### src/rtl/stall_ctrl_if.sv
// Handshake bundle between the pipeline stages and the stall/flush controller.
// The pipeline (master) raises requests and exceptions; the controller (slave) answers.
interface stall_ctrl_if;
  logic        stallreq_id;
  logic        stallreq_ex;
  logic        stallreq_mem;
  logic [31:0] excepttype;
  logic [31:0] cp0_epc;
  logic [5:0]  stall;
  logic        flush;
  logic [31:0] new_pc;
  logic [31:0] stall_cnt;
  logic        wdog_err;

  modport master (
    output stallreq_id, stallreq_ex, stallreq_mem, excepttype, cp0_epc,
    input  stall, flush, new_pc, stall_cnt, wdog_err
  );

  modport slave (
    input  stallreq_id, stallreq_ex, stallreq_mem, excepttype, cp0_epc,
    output stall, flush, new_pc, stall_cnt, wdog_err
  );
endinterface

### src/rtl/stall_ctrl.sv
// Pipeline hold/flush controller: prioritises exceptions over stage stall requests,
// counts stalled cycles and raises a sticky watchdog error on an overlong stall.
module stall_ctrl #(
  parameter int unsigned WDOG_LIMIT = 1023,
  parameter logic [31:0] EXC_BASE   = 32'h00000020
) (
  input  logic         clk,
  input  logic         rst,
  stall_ctrl_if.slave  bus
);
  localparam int          RW        = (WDOG_LIMIT < 1) ? 1 : $clog2(WDOG_LIMIT + 1);
  localparam logic [RW-1:0] RUN_MAX = RW'(WDOG_LIMIT);
  localparam logic [31:0] ERET_CODE = 32'h0000000e;

  typedef enum logic [1:0] {RUN, STALL, FLUSH_HOLD} state_t;

  state_t        state_q, state_d;
  logic [31:0]   cnt_q, cnt_d;
  logic [RW-1:0] run_q, run_d;
  logic          wdog_q, wdog_d;

  logic          exc, hold, req_id, req_ex;
  logic [5:0]    stall;
  logic          flush;
  logic [31:0]   new_pc;

  always_comb begin
    exc    = (bus.excepttype != '0);
    // Requests from ID/EX right after a flush belong to squashed instructions.
    hold   = (state_q == FLUSH_HOLD);
    req_id = bus.stallreq_id && !hold;
    req_ex = bus.stallreq_ex && !hold;
    stall  = '0;
    flush  = 1'b0;
    new_pc = '0;
    if (!rst) begin
      if (exc) begin
        flush  = 1'b1;
        new_pc = (bus.excepttype == ERET_CODE) ? bus.cp0_epc : EXC_BASE;
      end else if (bus.stallreq_mem) begin
        stall = 6'b011111;
      end else if (req_ex) begin
        stall = 6'b001111;
      end else if (req_id) begin
        stall = 6'b000111;
      end
    end
  end

  always_comb begin
    state_d = exc ? FLUSH_HOLD : ((stall != '0) ? STALL : RUN);
    cnt_d   = cnt_q;
    if (stall[0] && (cnt_q != 32'hFFFFFFFF)) cnt_d = cnt_q + 32'd1;
    run_d = '0;
    if (stall[0] && !flush) run_d = (run_q == RUN_MAX) ? run_q : run_q + RW'(1);
    wdog_d = wdog_q | (run_d == RUN_MAX);
  end

  always_ff @(posedge clk) begin
    if (rst) begin
      state_q <= RUN;
      cnt_q   <= '0;
      run_q   <= '0;
      wdog_q  <= 1'b0;
    end else begin
      state_q <= state_d;
      cnt_q   <= cnt_d;
      run_q   <= run_d;
      wdog_q  <= wdog_d;
    end
  end

  assign bus.stall     = stall;
  assign bus.flush     = flush;
  assign bus.new_pc    = new_pc;
  assign bus.stall_cnt = cnt_q;
  assign bus.wdog_err  = wdog_q;
endmodule
### src/flat_wrapper.sv
// flat-port wrapper written by rule: the top's interface ports become plain ports
module stall_ctrl_flat 
#(
  parameter int unsigned WDOG_LIMIT = 1023,
  parameter logic [31:0] EXC_BASE   = 32'h00000020
)
  (clk, rst, bus_stallreq_id, bus_stallreq_ex, bus_stallreq_mem, bus_excepttype, bus_cp0_epc, bus_stall, bus_flush, bus_new_pc, bus_stall_cnt, bus_wdog_err);
  stall_ctrl_if bus_i ();
  input  logic clk;
  input  logic rst;
  input wire logic [$bits(bus_i.stallreq_id)-1:0] bus_stallreq_id;
  input wire logic [$bits(bus_i.stallreq_ex)-1:0] bus_stallreq_ex;
  input wire logic [$bits(bus_i.stallreq_mem)-1:0] bus_stallreq_mem;
  input wire logic [$bits(bus_i.excepttype)-1:0] bus_excepttype;
  input wire logic [$bits(bus_i.cp0_epc)-1:0] bus_cp0_epc;
  output wire logic [$bits(bus_i.stall)-1:0] bus_stall;
  output wire logic [$bits(bus_i.flush)-1:0] bus_flush;
  output wire logic [$bits(bus_i.new_pc)-1:0] bus_new_pc;
  output wire logic [$bits(bus_i.stall_cnt)-1:0] bus_stall_cnt;
  output wire logic [$bits(bus_i.wdog_err)-1:0] bus_wdog_err;
  assign bus_i.stallreq_id = bus_stallreq_id;
  assign bus_i.stallreq_ex = bus_stallreq_ex;
  assign bus_i.stallreq_mem = bus_stallreq_mem;
  assign bus_i.excepttype = bus_excepttype;
  assign bus_i.cp0_epc = bus_cp0_epc;
  assign bus_stall = bus_i.stall;
  assign bus_flush = bus_i.flush;
  assign bus_new_pc = bus_i.new_pc;
  assign bus_stall_cnt = bus_i.stall_cnt;
  assign bus_wdog_err = bus_i.wdog_err;
  stall_ctrl #(.WDOG_LIMIT(WDOG_LIMIT), .EXC_BASE(EXC_BASE)) u_core (.clk(clk), .rst(rst), .bus(bus_i));
endmodule
### config.mk
export PLATFORM = sky130hd
export DESIGN_NAME = stall_ctrl_flat
export DESIGN_NICKNAME = d
export VERILOG_FILES = /design/src/rtl/stall_ctrl_if.sv /design/src/rtl/stall_ctrl.sv /design/src/flat_wrapper.sv
export SDC_FILE = /design/constraint.sdc
export NUM_CORES = 1
export LEC_CHECK = 0
export ABC_AREA = 1
export BUFFER_PORTS_ARGS = -buffer_cell sky130_fd_sc_hd__buf_2
export CORE_ASPECT_RATIO = 0.75
export CORE_UTILIZATION = 49
export DETAILED_ROUTE_END_ITERATION = 6
export PLACE_DENSITY = 0.78
export SKIP_CTS_REPAIR_TIMING = 1
export SKIP_LAST_GASP = 1
export SLEW_MARGIN = 30
export SYNTH_ARGS = -nofsm -noshare
export SYNTH_HDL_FRONTEND = slang
export SYNTH_SLANG_ARGS = --single-unit
export TNS_END_PERCENT = 5
### constraint.sdc
create_clock -name clk -period 2.1 [get_ports clk]
set_clock_uncertainty 0.2 [all_clocks]
set_input_delay 0.315 -clock clk [delete_from_list [all_inputs] [get_ports clk]]
set_output_delay 0.315 -clock clk [all_outputs]
set_load 0.005 [all_outputs]
==> impl_metrics.env <==
export IMPL_status="finished with violations"
export IMPL_violations="setup timing"
export IMPL_overflow=0
export IMPL_die_w_um=98.5
export IMPL_drive_above_1_share_pct=37.9
export IMPL_pwr_density_cell_mw_per_mm2=336
export IMPL_synthFlopType="dfxtp_1"
export IMPL_clockBufferDepth=2
export IMPL_htree_levels=2
export IMPL_rows=25
export IMPL_min_path_type="primary input to flop"
export IMPL_fin_crit_sh_pct=112
export IMPL_ys_async_sr_fraction_pct=0
export IMPL_end_kind="output pin"
export IMPL_startpoint="bus_excepttype[6]"
export IMPL_dp_cells=778
export IMPL_reg2reg_slack_ns=-0.08
export IMPL_rsz0062_at_grt="yes"
export IMPL_synth_top_area_share_pct=26.3
export IMPL_dr_pass1_iters=7
export IMPL_clkLatencyLatePin_ns=0.32
export IMPL_synth_ff_latch_count=45
export IMPL_drc=0
export IMPL_finalSetupViolations=64
export IMPL_tritoncts="yes"
export IMPL_ant_nets=0
export IMPL_synthTopCellsByArea="dfxtp_1 (26%), nand2_1 (15%), nor2_1 (10%)"
export IMPL_grt_antenna_before_repair=0
export IMPL_wire_per_inst_um=14.3
export IMPL_grt_pass1_wl_mm=17.0
export IMPL_place_gp_congestion=0.978
export IMPL_reg2reg_depth=9
export IMPL_crit_chain="buf_2 > nor2_4 > nand2_2 > or4_4 > nor3_4 > nand3_2 > clkinv_4 > buf_6 > nand2_2 > nor2_1 > buf_2"
export IMPL_cts_sinks=45
export IMPL_syn_nets=607
export IMPL_yosys_cell_types_count=40
export IMPL_pre_cts_ws_ns=-0.248
export IMPL_initial_utilization_pct=52.6
export IMPL_core_mm2=0.00651
export IMPL_slew_violations=0
export IMPL_ys_seq_area_share_pct=26.3
export IMPL_yosysMostFrequentCell="nand2_1"
export IMPL_critPathRequiredTime_ns=1.58
export IMPL_vias=4152
export IMPL_hp_start="bus_stallreq_id"
export IMPL_dieArea_mm2=0.00733
export IMPL_grt_max_degree=31
export IMPL_ios=141
export IMPL_final_hold_viol_count=0
export IMPL_cts_root_buf="clkbuf_8"
export IMPL_vias_per_cell=5.26
export IMPL_min_to="u_core.state_q[0]$_SDFF_PP0_"
export IMPL_hpwl_mm=8.77
export IMPL_crit_family="simple AND/OR/NAND/NOR gates"
export IMPL_power_leakage_nw=2.11
export IMPL_arrival_ns=1.83
export IMPL_cap_violations=0
export IMPL_synth_area_per_cell_um2=6.39
export IMPL_cp_buffers_inverters=4
export IMPL_synthesis_area_mm2=0.00342
export IMPL_timing_final_ws_setup_ns=-0.248
export IMPL_total_power_mw=1.55
export IMPL_r2r_start="u_core.bus.stall_cnt[11]$_SDFFE_PP0P_"
export IMPL_drtIter0Drc=296
export IMPL_max_stage_delay_ns=0.43
export IMPL_timing_setup_tns_ns=-7.64
export IMPL_startpoint_type="primary input"
export IMPL_tritoncts_num_buffers=5
export IMPL_hold_depth=5
export IMPL_period_needed_ns=2.35
export IMPL_antennaDiodeCount=0
export IMPL_yosysWarnings=0
export IMPL_stdcell_count=790
export IMPL_nets=779
export IMPL_synthTopCellsByCount="nand2_1 (141), nor2_1 (93), inv_1 (46), dfxtp_1 (45), nand2_2 (26)"
export IMPL_critical_path_class="primary input to output pin"
export IMPL_max_freq_mhz=426
export IMPL_crit_slowest_cell="or4_4"
export IMPL_synth_top_cell_by_area="dfxtp_1"
export IMPL_reg2reg_to="u_core.bus.stall_cnt[9]$_SDFFE_PP0P_"
export IMPL_portBuffers=139
export IMPL_clk_pin_slew_ns=0.08
export IMPL_critical_path_max_fanout=6
export IMPL_synth_edf_count=0
export IMPL_synthCells=536
export IMPL_fillCellCount=550
export IMPL_drt_total_wl_mm=11.3
export IMPL_first_global_vias=3545
export IMPL_die_h_um=74.4
export IMPL_grt_usage_pct=29.5
export IMPL_ir_drop_mv=0.275
export IMPL_area_growth_pct=34.9
cell usage in the layout (no fill, tap or decap), types with 2 or more instances in the layout:
master     netlist  final
clkbuf_8         0      5
nand2_2         26     29
ha_1             2      2
inv_1           46     46
nand4_1         20     20
clkbuf_1         4      2
o21ai_0         10     10
buf_2            3    137
nand3_2          1      2
nor4_1           4      4
buf_6            3      4
buf_12           2      2
inv_2            4      3
nand2_1        141    138
clkbuf_16        0      2
nor2_4           3      5
nor2_2           6      8
nor3_1          20     19
xnor2_1          7      7
nor3_4           1      2
a21oi_1         14     14
buf_4            7     40
nand3_1         14     13
dfxtp_1         45     45
a31oi_1          2      2
a21oi_2         22     22
a211oi_1         4      4
xor2_1          19     19
nor2_1          93     89
where the power goes:
| part | internal, mW | switching, mW |
|---|---|---|
| clock network | 0.236 | 0.322 |
| registers | 0.853 | 0.000247 |
| logic | 0.0650 | 0.0744 |
layer usage:
metal / up-vias / track usage (%) / routed length (um)
li1: 2049 / - / -
met1: 1852 / 38.4 / 4750
met2: 226 / 51.5 / 5280
met3: 25 / 3.20 / 923
met4: 0 / 10.9 / 310
met5: - / 0 / 0
how the worst max path moves through the flow:
stage	end	depth (start not counted)
after floorplan	bus_new_pc[0]	9
after global placement	bus_new_pc[27]	11
after detailed placement	bus_new_pc[19]	11
after CTS	bus_new_pc[19]	11
after global routing	bus_new_pc[26]	11
final	bus_new_pc[25]	11
flip-flops by register name, summed over array words and instances, names as in the netlist:
name	count
u_core.state_q	2
u_core.bus.stall_cnt	32
u_core.run_q	10
u_core.bus.wdog_err	1
layout make-up:
type | instances | area [um2] | area share (%)
multi-input combinational | 419 | 2200 | 47.7
timing repair buffer | 185 | 1120 | 24.3
sequential | 45 | 901 | 19.5
inverter | 52 | 208 | 4.50
tap | 81 | 101 | 2.20
clock buffer | 7 | 76.3 | 1.65
clock inverter | 1 | 7.51 | 0.163
cells by family after synthesis:
| logic type | Yosys count | share of synthesized area [%] |
|---|---|---|
| simple gates | 335 | 44.4 |
| buf+inv | 72 | 10.7 |
| compound gates | 55 | 11.0 |
| fa+ha+maj | 2 | 0.731 |
| other cells | 1 | 0.110 |
| flops | 45 | 26.3 |
| xor+xnor | 26 | 6.65 |
through the flow:
stage	hold slack (ns)	area [um2]	util, %
4_1_cts	0.213	4480	68.8
6_report	0.210	4620	71.0
3_3_place_gp	0.236	4400	67.6
3_5_place_dp	0.238	4400	67.6
2_1_floorplan	0.247	3420	-
5_1_grt	0.254	4620	71.0
tightest hold or removal path, stage by stage:
cell     delay (ns)
buf_2          0.08
o21ai_1        0.05
nand2_1        0.09
inv_4          0.06
nor2_1         0.09
No activity file was read; power rests on OpenSTA's default activity.
